`src/rtl/rle_pkg.sv`:
```
// Shared types and constants for the RLE feed path.
package rle_pkg;

  localparam int RLE_ROW_W        = 64;   // 8 coefficients x 8 bits
  localparam int RLE_ROWS_PER_BLK = 8;
  localparam int RLE_TOP3_OUT_W   = 112;  // RLE_top3 output word width

  typedef enum logic [2:0] {
    ST_IDLE,
    ST_FEED,
    ST_PAD,
    ST_WAIT,
    ST_DONE
  } rle_feed_state_t;

endpackage

```
`src/rtl/rle_wdog.sv`:
```
// Loadable down-counter used to bound how long we wait on the RLE engine.
// start loads TIMEOUT-1; expired is raised while enabled once the count hits 0,
// i.e. on the TIMEOUT-th enabled cycle after a start.
module rle_wdog
  import rle_pkg::*;
#(
  parameter int TIMEOUT = 256
) (
  input  logic clk,
  input  logic reset,
  input  logic start,
  input  logic clear,
  input  logic en,
  output logic expired
);

  localparam int W = (TIMEOUT > 2) ? $clog2(TIMEOUT) : 1;
  localparam logic [W-1:0] LOAD = W'(TIMEOUT - 1);

  logic [W-1:0] cnt_q, cnt_d;

  // Next count: clear beats start, start beats decrement; saturate at zero.
  always_comb begin
    cnt_d = cnt_q;
    if (clear)
      cnt_d = '0;
    else if (start)
      cnt_d = LOAD;
    else if (en && (cnt_q != '0))
      cnt_d = cnt_q - 1'b1;
  end

  // Count register.
  always_ff @(posedge clk) begin
    if (reset) cnt_q <= '0;
    else       cnt_q <= cnt_d;
  end

  assign expired = en && (cnt_q == '0);

endmodule

```
`src/rtl/rle_feed_ctrl.sv`:
```
// Frames upstream coefficient rows into fixed-size blocks for the RLE engine,
// zero-pads flushed blocks, waits for the engine, counts completed blocks and
// latches a sticky error if the engine never reports done.
module rle_feed_ctrl
  import rle_pkg::*;
#(
  parameter int ROW_W        = RLE_ROW_W,
  parameter int ROWS_PER_BLK = RLE_ROWS_PER_BLK,
  parameter int TIMEOUT      = 256,
  parameter int CNT_W        = 16
) (
  input  logic             clk,
  input  logic             reset,
  input  logic             in_valid,
  output logic             in_ready,
  input  logic [ROW_W-1:0] in_data,
  input  logic             flush,
  output logic [ROW_W-1:0] rle_in,
  output logic             rle_load,
  output logic             rle_first,
  output logic             rle_last,
  input  logic             rle_done,
  output logic             blk_done,
  output logic [CNT_W-1:0] blk_cnt,
  output logic             err
);

  localparam int RC_W = (ROWS_PER_BLK > 1) ? $clog2(ROWS_PER_BLK) : 1;
  localparam logic [RC_W-1:0] LAST_ROW = RC_W'(ROWS_PER_BLK - 1);

  rle_feed_state_t  state_q, state_d;
  logic [RC_W-1:0]  row_cnt_q, row_cnt_d;
  logic [ROW_W-1:0] rle_in_q, rle_in_d;
  logic             rle_load_q, rle_load_d;
  logic             rle_first_q, rle_first_d;
  logic             rle_last_q, rle_last_d;
  logic             blk_done_q, blk_done_d;
  logic [CNT_W-1:0] blk_cnt_q, blk_cnt_d;
  logic             err_q, err_d;

  logic accept;
  logic wd_start, wd_clear, wd_en, wd_expired;

  // Flush wins over in_valid: dropping ready keeps the flush-cycle row out.
  assign in_ready = ((state_q == ST_IDLE) || (state_q == ST_FEED)) && !flush;
  assign accept   = in_valid && in_ready;

  // Next-state and registered-output logic for the block sequencer.
  always_comb begin
    state_d     = state_q;
    row_cnt_d   = row_cnt_q;
    rle_in_d    = '0;
    rle_load_d  = 1'b0;
    rle_first_d = 1'b0;
    rle_last_d  = 1'b0;
    blk_done_d  = 1'b0;
    blk_cnt_d   = blk_cnt_q;
    err_d       = err_q;
    wd_start    = 1'b0;
    wd_clear    = 1'b0;
    wd_en       = 1'b0;

    unique case (state_q)
      ST_IDLE: begin
        if (accept) begin
          rle_load_d  = 1'b1;
          rle_in_d    = in_data;
          rle_first_d = 1'b1;
          row_cnt_d   = RC_W'(1);
          state_d     = ST_FEED;
        end
      end

      // FEED forwards accepted rows; the flush cycle and every PAD cycle
      // emit a zero row instead, so padding starts without a bubble.
      ST_FEED, ST_PAD: begin
        if (accept || flush || (state_q == ST_PAD)) begin
          rle_load_d = 1'b1;
          rle_in_d   = accept ? in_data : '0;
          rle_last_d = (row_cnt_q == LAST_ROW);
          if (row_cnt_q == LAST_ROW) begin
            row_cnt_d = '0;
            state_d   = ST_WAIT;
            wd_start  = 1'b1;
          end else begin
            row_cnt_d = row_cnt_q + 1'b1;
            state_d   = accept ? ST_FEED : ST_PAD;
          end
        end
      end

      ST_WAIT: begin
        wd_en = 1'b1;
        if (rle_done) begin
          blk_done_d = 1'b1;
          blk_cnt_d  = blk_cnt_q + 1'b1;
          wd_clear   = 1'b1;
          state_d    = ST_DONE;
        end else if (wd_expired) begin
          err_d    = 1'b1;
          wd_clear = 1'b1;
          state_d  = ST_IDLE;
        end
      end

      ST_DONE: state_d = ST_IDLE;

      default: state_d = ST_IDLE;
    endcase
  end

  // State and output registers; reset aborts any partial block.
  always_ff @(posedge clk) begin
    if (reset) begin
      state_q     <= ST_IDLE;
      row_cnt_q   <= '0;
      rle_in_q    <= '0;
      rle_load_q  <= 1'b0;
      rle_first_q <= 1'b0;
      rle_last_q  <= 1'b0;
      blk_done_q  <= 1'b0;
      blk_cnt_q   <= '0;
      err_q       <= 1'b0;
    end else begin
      state_q     <= state_d;
      row_cnt_q   <= row_cnt_d;
      rle_in_q    <= rle_in_d;
      rle_load_q  <= rle_load_d;
      rle_first_q <= rle_first_d;
      rle_last_q  <= rle_last_d;
      blk_done_q  <= blk_done_d;
      blk_cnt_q   <= blk_cnt_d;
      err_q       <= err_d;
    end
  end

  rle_wdog #(.TIMEOUT(TIMEOUT)) u_wdog (
    .clk     (clk),
    .reset   (reset),
    .start   (wd_start),
    .clear   (wd_clear),
    .en      (wd_en),
    .expired (wd_expired)
  );

  assign rle_in    = rle_in_q;
  assign rle_load  = rle_load_q;
  assign rle_first = rle_first_q;
  assign rle_last  = rle_last_q;
  assign blk_done  = blk_done_q;
  assign blk_cnt   = blk_cnt_q;
  assign err       = err_q;

endmodule

```
`config.mk`:
```
export PLATFORM = sky130hd
export DESIGN_NAME = rle_feed_ctrl
export DESIGN_NICKNAME = d
export VERILOG_FILES = /design/src/rtl/rle_pkg.sv /design/src/rtl/rle_wdog.sv /design/src/rtl/rle_feed_ctrl.sv
export SDC_FILE = /design/constraint.sdc
export NUM_CORES = 1
export LEC_CHECK = 0
export ABC_AREA = 1
export BUFFER_PORTS_ARGS = -buffer_cell sky130_fd_sc_hd__buf_2
export CORE_MARGIN = 2
export CORE_UTILIZATION = 30
export CTS_CLUSTER_SIZE = 14
export DETAILED_ROUTE_END_ITERATION = 6
export PLACE_DENSITY = 0.55
export SLEW_MARGIN = 5
export SYNTH_ARGS = -nofsm -noshare
export SYNTH_HDL_FRONTEND = slang
export SYNTH_SLANG_ARGS = --single-unit
```
`constraint.sdc`:
```
create_clock -name clk -period 2.2 [get_ports clk]
set_input_delay 0.44 -clock clk [delete_from_list [all_inputs] [get_ports clk]]
set_output_delay 0.44 -clock clk [all_outputs]
set_load 0.005 [all_outputs]
```
**After elaboration in Yosys (flattened, before gate mapping)**

Index checks and enable logic that the tools add are counted.

- Register bits: 99
- Latch bits: 0
- RAM bits: 0
- ROM bits: 0
- Input port bits: 69
- Output and inout bits: 86
- Memories: 0

- Add/subtract/negate cells: 3
- Multipliers: 0
- Divide/modulo/power cells: 0
- $lt $le $gt $ge: 0
- Equal/unequal tests: 7
- Shift operators: 0
- Multiplexer cells: 26
- Bitwise gates (word level): 5
- Reduce and logical (&&, ||, !) cells: 22

Operator list:

| operator | count |
|---|---|
| 64-bit 2-to-1 mux | 2 |
| 64-bit one-hot mux with 2 select lines | 1 |
| 3-bit 2-to-1 mux | 6 |
| 16-bit by 1-bit adder with 16-bit output (second input constant) | 1 |
| 8-bit 2-to-1 mux | 2 |
| 1-bit 2-to-1 mux | 10 |
| 3-bit one-hot mux with 3 select lines | 1 |
| 3-bit AND reduction | 3 |
| 8-bit logical NOT | 1 |
| 8-bit nonzero test | 1 |
| 2-bit OR reduction | 4 |
| 8-bit by 1-bit subtractor with 8-bit output (second input constant) | 1 |
| 3-bit by 2-bit == test with 1-bit output (second input constant) | 2 |
| 3-bit one-hot mux with 2 select lines | 1 |
| 1-bit NOT | 5 |
| 1-bit logical AND | 4 |
| 2-bit 2-to-1 mux | 2 |
| 2-bit != test (second input constant) | 2 |
| 2-bit nonzero test | 2 |
| 3-bit by 1-bit adder with 3-bit output (second input constant) | 1 |
| 3-bit by 1-bit == test with 1-bit output (second input constant) | 1 |
| 3-bit == test (second input constant) | 1 |
| 3-bit logical NOT | 1 |
| 1-bit logical OR | 3 |
| 5 further kinds | 5 |

**Logic depth before layout (Yosys ltp)**

Gate-level depths: netlist of run 1.

- Depth after elaboration: 9
- Depth in mapped cells: 11

**Hierarchy**

Synthesis of run 1 repeated with hierarchy kept, for this count alone.

- Cell total of the unflattened synthesis: 498
- Area total of the unflattened synthesis: 3807.4 µm²

Modules (own cells, without submodules):

| module | times used | cells an instance | area each (µm²) |
|---|---|---|---|
| rle_feed_ctrl | 1 | 412 | 3269.4 |
| rle_wdog | 1 | 86 | 538.0 |

**Worst setup path after synthesis of run 1**

OpenSTA, ideal clock, no wires.

- Path kind: reg2reg
- From: reg u_wdog.cnt_q[0]
- To: reg state_q[1]
- Setup time: 0.111 ns
- Data arrival time: 1.254 ns
- Required time: 2.089 ns
- Setup slack: 0.836 ns
- Cell stages (with the launch flop): 11
- Buffers on the path: 1
- Period minus slack after synthesis: 1.364 ns
- Path through: dfxtp_1 -> inv_1 -> ha_1 -> inv_1 -> nor3_1 -> nand2_1 -> buf_4 -> nand3_1 -> nand3_1 -> nand3_1 -> inv_1

- Cells in the longest elaborated chain, start to end: 4

RTL lines:

| what | line | text |
|---|---|---|
| start: declaration | rle_wdog.sv:20 | `logic [W-1:0] cnt_q, cnt_d;` |
| start signal: assignment | rle_wdog.sv:36 | `else cnt_q <= cnt_d;` |
| 8-bit logical NOT | rle_wdog.sv:39 | `assign expired = en && (cnt_q == '0);` |
| 1-bit logical AND | rle_wdog.sv:39 |  |
| 3-bit by 2-bit != test with 1-bit output (no line) | -- |  |
| 3-bit AND reduction (no line) | -- |  |
| end signal: assignment | rle_feed_ctrl.sv:125 | `state_q <= state_d;` |
| end: declaration | rle_feed_ctrl.sv:31 | `rle_feed_state_t state_q, state_d;` |

Every way passes these cells.
A chain may end at the register's enable or synchronous reset.

**Worst setup path in the final report of run 1**

- From: reg u_wdog.cnt_q[0]
- To: reg u_wdog.cnt_q[1]

- Cells in the longest elaborated chain, start to end: 6
- Elaborated cells on any way between the ends: 12

RTL lines:

| what |
|---|
| branches (longest 6 deep; another with 8-bit by 1-bit subtractor with 8-bit output) |

Parallel ways; which one is timed is not known. The select of a mux whose other input is x is not followed.

==> results of run 1 <==
==> power groups by stage <==
| stage | clock network, mW | logic (mW) | registers, mW |
|---|---|---|---|
| after CTS | 1.51 | 0.378 | 1.88 |
| after detailed placement | 0 | 0.377 | 1.92 |
| final | 1.46 | 0.371 | 1.88 |
| after global placement | 0 | 0.371 | 1.92 |
| after floorplan | 0 | 0.214 | 1.92 |
| after global routing | 1.59 | 0.426 | 1.88 |
==> cells by family (layout without fill, tap and decap cells) <==
kind of cell	after synthesis	in the layout	synth area share [%]
flops	99	99	52.6
fa+ha+maj	5	5	1.66
xor+xnor	2	2	0.465
simple gates	297	297	34.1
buf+inv	68	222	7.28
compound gates	27	27	3.86
==> final timing paths <==
check,from,to
setup / recovery,u_wdog.cnt_q[0]$_SDFFE_PP0P_,u_wdog.cnt_q[1]$_SDFFE_PP0P_
hold / removal,in_data[42],rle_in[42]$_SDFF_PP0_
setup reg to reg,u_wdog.cnt_q[0]$_SDFFE_PP0P_,u_wdog.cnt_q[1]$_SDFFE_PP0P_
hold reg to reg,err$_SDFFE_PP0P_,err$_SDFFE_PP0P_
==> metal layers <==
layer	routed length (um)	track usage, %	up-vias	share of wire, %
li1	-	-	1835	-
met1	4080	17.5	1554	42
met2	4820	23.9	93	50
met3	451	2.82	21	4.7
met4	346	9.21	0	3.6
met5	0	0	-	0
==> synth_stat cells <==
| master | instances | area, um^2 |
|---|---|---|
| a22o_1 | 1 | 8.76 |
| ha_1 | 5 | 62.6 |
| nor3_2 | 1 | 10.0 |
| o21ai_1 | 1 | 5.00 |
| nor2_1 | 100 | 375 |
| nand2_1 | 138 | 518 |
| nor2_4 | 4 | 45.0 |
| buf_4 | 2 | 15.0 |
| nor3_1 | 7 | 35.0 |
| dfxtp_1 | 99 | 1980 |
| o21a_1 | 1 | 7.51 |
| o21ai_2 | 1 | 8.76 |
| xor2_1 | 2 | 17.5 |
| nor2_8 | 1 | 20.0 |
| a21oi_1 | 16 | 80.1 |
| clkbuf_1 | 9 | 33.8 |
| inv_4 | 1 | 6.26 |
| nand2_2 | 5 | 31.3 |
| nand3b_1 | 1 | 7.51 |
| nand3_4 | 1 | 17.5 |
| inv_1 | 44 | 165 |
| nand3_1 | 26 | 130 |
| inv_2 | 4 | 15.0 |
| o21ai_0 | 7 | 35.0 |
| nand4_1 | 10 | 62.6 |
| nand3_2 | 2 | 20.0 |
| nand2_4 | 1 | 11.3 |
| buf_2 | 7 | 35.0 |
| buf_1 | 1 | 3.75 |
==> critical path, cell delays in order (launching register included) <==
cell	delay [ns]
dfxtp_1	0.33
inv_1	0.10
ha_1	0.16
inv_1	0.04
nor3_1	0.12
nand2_1	0.32
nor2_1	0.34
nor2_4	0.10
inv_2	0.07
a21oi_1	0.03
==> flip-flops by register name, summed over array words and instances (netlist names) <==
register	flops
rle_in	64
rle_load	1
row_cnt_q	3
rle_last	1
rle_first	1
u_wdog.cnt_q	8
blk_done	1
blk_cnt	16
err	1
state_q	3
==> cell type report <==
cell class | instances | area share [%]
Sequential cell | 99 | 39.9
Clock buffer | 11 | 4.89
Multi-Input combinational cell | 331 | 30.4
Timing Repair Buffer | 159 | 16.3
Inverter | 49 | 3.76
Clock inverter | 3 | 0.529
Tap cell | 168 | 4.23
==> through the flow <==
step | util, % | worst slack, ns
2_1_floorplan | - | 0.836
3_5_place_dp | 38.8 | 0.469
6_report | 41.0 | 0.475
4_1_cts | 41.0 | 0.461
5_1_grt | 41.0 | 0.237
3_3_place_gp | 38.8 | 0.583
==> results by group, run 1 <==
Clocking
  • Setup Buffers After CTS: 0
  • Count of clock tree sinks: roughly 100
  • Worst-path clk slew: around 0.06 ns
  • Root Driver: clkbuf_16
  • Cts hold-fix bufs: 0
  • TritonCTS Buffers: 9
  • # H-tree levels: 3
  • CTS tree: done
  • Gates resized, CTS repair: 0
  • Clock Latency Late Sink: roughly 0.35 ns
  • Clk buf depth: 2

Final layout
  • Final #Nets: roughly 720
  • Finished Layout Cells: 820
  • Layout area overhead: 31.9%
  • Fill cells: ~1300
  • Most frequent cells in the layout: buf_2 (154), nand2_1 (138), nor2_1 (100)
  • Share of layout cells above drive strength 1: just under 30%
  • Diode count: 0
  • Most common cell after layout, fill and taps aside: buf_2
  • Sequential cell area: just under 0.002 mm^2
  • Multi-input gate area: around 0.0015 mm^2
  • Design area: 0.00496 mm^2

Worst setup path
  • R2r worst-path depth: 9
  • WP data required: 2.43 ns
  • Arr. time, crit path: 1.96 ns
  • Largest fanout on the critical path: 16
  • Worst reg2reg setup slack: around 0.47 ns
  • Startpoint types: flip-flop
  • Worst Setup Path Type: flip-flop to flip-flop
  • Crit. End Element: flip-flop

Synthesis
  • Mapped Nets: roughly 570
  • Synth Cell Area: about 0.0038 mm^2
  • Distinct cells, synth: 29
  • Seq/Total Area, Yosys: 52.6%
  • Syn Inst Count: ~500
  • Synthesized area per cell: 7.56 um^2
  • Warnings, synthesis: 0
  • Yosys reg bits: approximately 100

Floorplanning
  • Initial core utilization: a little under a third
  • Die area: around 0.013 mm^2
  • Core Region: about 0.012 mm^2
  • Die Height: 116 um
  • Row count: 40
  • I/O pins: about 160
  • Die width: between 100 and 150 um

Routing
  • Via/cell ratio: between 4 and 5
  • Starting DRT DRC Count: 138
  • WL/cell: 11.8 um
  • Antenna Nets Post-Route: 0
  • # DRC: 0
  • Routed WL: 9690 um
  • DR pass1 iterations: 4
  • Via count: ~3500

Global routing
  • First-pass GRT wire length: approximately 15000 um
  • Initial antenna violation count: 0
  • Largest net degree at the start of global routing: 55
  • GR Util All Layers: 14.5%
  • Vias in the first global route: 3207
  • Total congestion overflow: 0

STA
  • Worst hold slack: about 0.32 ns
  • Slew @ Worst Pin: between 0.5 and 0.6 ns
  • Slew Limit Fails: 0
  • Skew final: around 0.0055 ns
  • RSZ-0062 raised after global routing: false
  • Period minus WS final: 1.73 ns
  • Crit share post-route: about 78%
  • Max Clk Rate: slightly below 0.6 GHz
  • Count of final setup violators: 0
  • Relative slew slack: ~64%
  • Total Neg Setup Slack: 0 ns
  • Final hold vios: 0

Power and ir drop
  • Worst VDD drop: 342 uV
  • Sequential power share: 50.5%
  • Final Power: around 3.7 mW
  • Clock Power Share: 39.5%
  • Pint: approximately 2.8 mW
  • Switching share of power: 24.8%
  • Power density cells: 747 mW/mm^2
  • Sw Pwr: a little over 0.9 mW
  • P_leak: between 2 and 3 nW
  • Logic pwr share: about a tenth

Worst hold path
  • HP Class: input pin to flip-flop
  • Hold path depth: 3

Placed design
  • DPL Wire Length: 7270 um
  • Number of port buffers: roughly 150
  • Inst Count DP: 806
  • RePlAce Congestion: just under 0.8
  • Placed cell area: about 0.0047 mm^2

Flow run
  • Max Cap Viol: 0

Outcome
  • Outcome: complete, no violations
(Power assumes the default switching activity.)
==> inputs of run 2 (changes only) <==
--- a/config.mk
+++ b/config.mk
@@ -5,13 +5,13 @@
 export SDC_FILE = /design/constraint.sdc
 export NUM_CORES = 1
 export LEC_CHECK = 0
-export ABC_AREA = 1
+export ABC_AREA = 0
 export BUFFER_PORTS_ARGS = -buffer_cell sky130_fd_sc_hd__buf_2
 export CORE_MARGIN = 2
 export CORE_UTILIZATION = 30
 export CTS_CLUSTER_SIZE = 14
 export DETAILED_ROUTE_END_ITERATION = 6
-export PLACE_DENSITY = 0.55
+export PLACE_DENSITY = 0.56
 export SLEW_MARGIN = 5
 export SYNTH_ARGS = -nofsm -noshare
 export SYNTH_HDL_FRONTEND = slang
==> constraint.sdc (replaced) <==
create_clock -name clk -period 1.7 [get_ports clk]
set_input_delay 0.34 -clock clk [delete_from_list [all_inputs] [get_ports clk]]
set_output_delay 0.34 -clock clk [all_outputs]
set_load 0.005 [all_outputs]
==> run 2 against run 1 <==
Compared with the run above:
- global-route usage down 1.2 points
- register-to-register slack lost 0.47 ns
- critical path depth is 4 lower
- area after synthesis shrank 9.3%
- sequential share of layout area up 0.94 points
- count of clock-buffer cells in the layout is 1 lower
- largest power group unchanged
- synthesized cell count down 33%
- hold slack worse by 0.13 ns
- fmax rose by 1.8%
- sequential power rose by 27%
==> results by group, run 2 <==
Power and ir drop
  • Final Power: 4.58 mW (+24%)
  • Logic pwr share: 5.5% (-4.5 points)
  • Clock Power Share: 42.6% (+3.1 points)
  • Sw Pwr: 1.03 mW (+12%)
  • Worst VDD drop: 780 uV (+130%)
  • Pint: 3.55 mW (+27%)
  • Sequential power share: 51.9% (+1.4 points)
  • P_leak: 2.33 nW (-7.0%)
  • Power density cells: 939 mW/mm^2 (+26%)
  • Switching share of power: 22.5% (-2.3 points)

STA
  • Relative slew slack: 72.2% (+8.0 points)
  • Max Clk Rate: 0.590 GHz (+1.8%)
  • Worst Slack Setup Final: 0.00493 ns (-0.470 ns)
  • Period minus WS final: 1.70 ns (-0.0303 ns)
  • Slew Limit Fails: 0 (unchanged)
  • Count of final setup violators: 0 (unchanged)
  • Crit share post-route: 99.7% (+21 points)
  • Skew final: 0.00488 ns (-0.000625 ns)
  • RSZ-0062 raised after global routing: true
  • Slew @ Worst Pin: 0.411 ns (-0.125 ns)
  • Total Neg Setup Slack: 0 ns (unchanged)
  • Final hold vios: 0 (unchanged)

Outcome
  • Outcome: complete, no violations

Final layout
  • Max reg flops: 64 (unchanged)
  • Layout area overhead: 42.9%
  • Final #Nets: 589 (-19%)
  • Design area: 0.00488 mm^2 (-1.7%)
  • Diode count: 0 (unchanged)
  • Most common cell after layout, fill and taps aside: buf_2
  • Share of layout cells above drive strength 1: 41.5% (+12 points)
  • Finished Core Util: 44.4% (+3.4 points)
  • Most frequent cells in the layout: buf_2 (154), dfxtp_1 (93), and2_1 (68)

Floorplanning
  • Row count: 38 (-5.0%)
  • Initial core utilization: 31.1% (about the same)
  • I/O pins: 155 (unchanged)
  • Core Region: 0.0110 mm^2 (-9.3%)
  • Die Height: 111 um (-4.6%)
  • Die area: 0.0123 mm^2 (-9.0%)
  • Die width: 111 um (-4.6%)

Synthesis
  • Synth area leader: dfxtp_1
  • Seq/Total Area, Yosys: 58.0% (+5.4 points)
  • Fraction of registers with async set/reset: 0% (unchanged)
  • Most common cell in the netlist: dfxtp_1
  • Commonest cells post-synth: dfxtp_1 (99), and2_1 (68), nor2_1 (23)
  • Most used DFF post-synth: dfxtp_1
  • Mapped Nets: 409 (-28%)
  • Yosys reg bits: 99 (unchanged)
  • Syn Inst Count: 335 (-33%)
  • Area contributors post-synth: dfxtp_1 (58%), and2_1 (12%), nor2_1 (2.5%)
  • Share of the synthesized area in the top cell type: 58.0% (+5.4 points)
  • Distinct cells, synth: 42 (+45%)
  • EDFF count, synth: 0 (unchanged)
  • Warnings, synthesis: 0 (unchanged)
  • Synth Cell Area: 0.00341 mm^2 (-9.3%)
  • Synthesized area per cell: 10.2 um^2 (+35%)

Global routing
  • GR Util All Layers: 13.3% (-1.2 points)
  • Vias in the first global route: 2871 (-10%)
  • Initial antenna violation count: 0 (unchanged)
  • Top Usage Layer GRT: met2
  • Largest net degree at the start of global routing: 66 (+20%)
  • Met3 Use GR: 7.38% (+4.6 points)
  • First-pass GRT wire length: 13200 um (-14%)
  • Global Route met1 Usage: 14.2% (-3.3 points)
  • Total congestion overflow: 0 (unchanged)
  • M2 GR Usage: 22.0% (-1.9 points)

Placed design
  • Placed cell area: 0.00454 mm^2 (-3.3%)
  • RePlAce Congestion: 0.804 (+1.6%)
  • Placement Setup Slack: -0.0310 ns (-0.500 ns)
  • Number of port buffers: 154 (unchanged)
  • DPL Wire Length: 6000 um (-17%)

Routing
  • Via count: 2889 (-18%)
  • Antenna Nets Post-Route: 0 (unchanged)
  • Starting DRT DRC Count: 85 (-38%)
  • WL/cell: 12.2 um (+3.6%)
  • Via/cell ratio: 4.38 (+2.5%)
  • Routed WL: 8080 um (-17%)
  • # DRC: 0 (unchanged)
  • DR pass1 iterations: 4 (unchanged)

Worst setup path
  • Crit path max-delay cell type: or4b_4
  • Crit. End Element: flip-flop
  • Arr. time, crit path: 1.97 ns (about the same)
  • CP peak stage delay: 0.50 ns (+0.16 ns)
  • Worst path cell trace: ha_4, and4_1, or4b_4, or3_1, a21oi_1
  • Worst Setup Path Type: flip-flop to flip-flop
  • Largest fanout on the critical path: 5 (-11)
  • WP data required: 1.98 ns (-0.45 ns)
  • Startpoint types: flip-flop

Worst hold path
  • HP Class: input pin to flip-flop

Clocking
  • # H-tree levels: 3 (unchanged)
  • Clock Latency Late Sink: 0.35 ns (about the same)
  • Clk buf depth: 2 (unchanged)
  • Count of clock tree sinks: 99 (unchanged)
  • TritonCTS Buffers: 9 (unchanged)
  • Root Driver: clkbuf_16
  • Worst-path clk slew: 0.07 ns (about the same)
  • CTS tree: done

Flow run
  • Max Cap Viol: 0 (unchanged)
run 2: path summary, 6_finish.rpt:
kind / end / cells after the start / from / slack [ns]
min reg2reg: err$_SDFFE_PP0P_ / 2 / err$_SDFFE_PP0P_ / 0.49
max: blk_cnt[12]$_SDFFE_PP0P_ / 5 / blk_cnt[0]$_SDFFE_PP0P_ / 0.005
max reg2reg: blk_cnt[12]$_SDFFE_PP0P_ / 5 / blk_cnt[0]$_SDFFE_PP0P_ / 0.005
min: rle_in[38]$_SDFF_PP0_ / 2 / in_data[38] / 0.19
run 2: cells by family (layout without fill, tap and decap cells):
kind of cell | count (synthesis) | in the layout | synth area share, %
buffers and inverters | 23 | 208 | 2.56
adder cells (fa/ha/maj) | 5 | 5 | 1.83
multiplexers | 3 | 3 | 0.879
AO/OA/AOI/OAI | 41 | 41 | 7.04
flip-flops | 99 | 99 | 58.0
XOR/XNOR | 13 | 13 | 3.33
AND/OR/NAND/NOR | 151 | 151 | 26.3
run 2: power groups by stage:
stage / logic [mW] / clock network [mW] / registers, mW
2_1_floorplan: 0.0919 / 0 / 2.44
3_3_place_gp: 0.249 / 0 / 2.43
3_5_place_dp: 0.253 / 0 / 2.43
4_1_cts: 0.253 / 2.05 / 2.38
5_1_grt: 0.282 / 2.13 / 2.38
6_report: 0.250 / 1.95 / 2.38
run 2: routing by layer:
metal | vias to the layer above | wire length (um) | share of wire (%)
met5 | - | 0 | 0
met4 | 0 | 128 | 1.6
met3 | 10 | 830 | 10
met2 | 104 | 3830 | 47
met1 | 1294 | 3290 | 41
li1 | 1481 | - | -
run 2: critical path: cells and delay by family (launching register included):
family / cells / cell delay, ns
AOI/OAI and AO/OA: 1 / 0.14
adders and majority gates: 1 / 0.13
DFF: 1 / 0.36
and+or+nand+nor: 3 / 1.01
run 2: per-stage QoR:
stage                     cells  hold slack [ns]
after floorplan             335            0.453
after global placement      641            0.468
after detailed placement    641            0.479
after CTS                   657            0.169
after global routing        660            0.167
final                       660            0.187
run 2: cell type report:
type                            instances  area [um^2]
Timing Repair Buffer                  183         1010
Clock inverter                          6         46.3
Multi-Input combinational cell        213         1380
Tap cell                              140          175
Inverter                                9         33.8
Clock buffer                           10          239
Sequential cell                        99         1990
Fill cell                            1053         6100
run 2: what timing repair did:
item,CTS,global route
endpoints found under the hold margin,0,0
gates resized for setup,0,12
pin swaps,2,4
buffers inserted,0,3
endpoints found under the setup margin,2,13
hold buffers,0,0
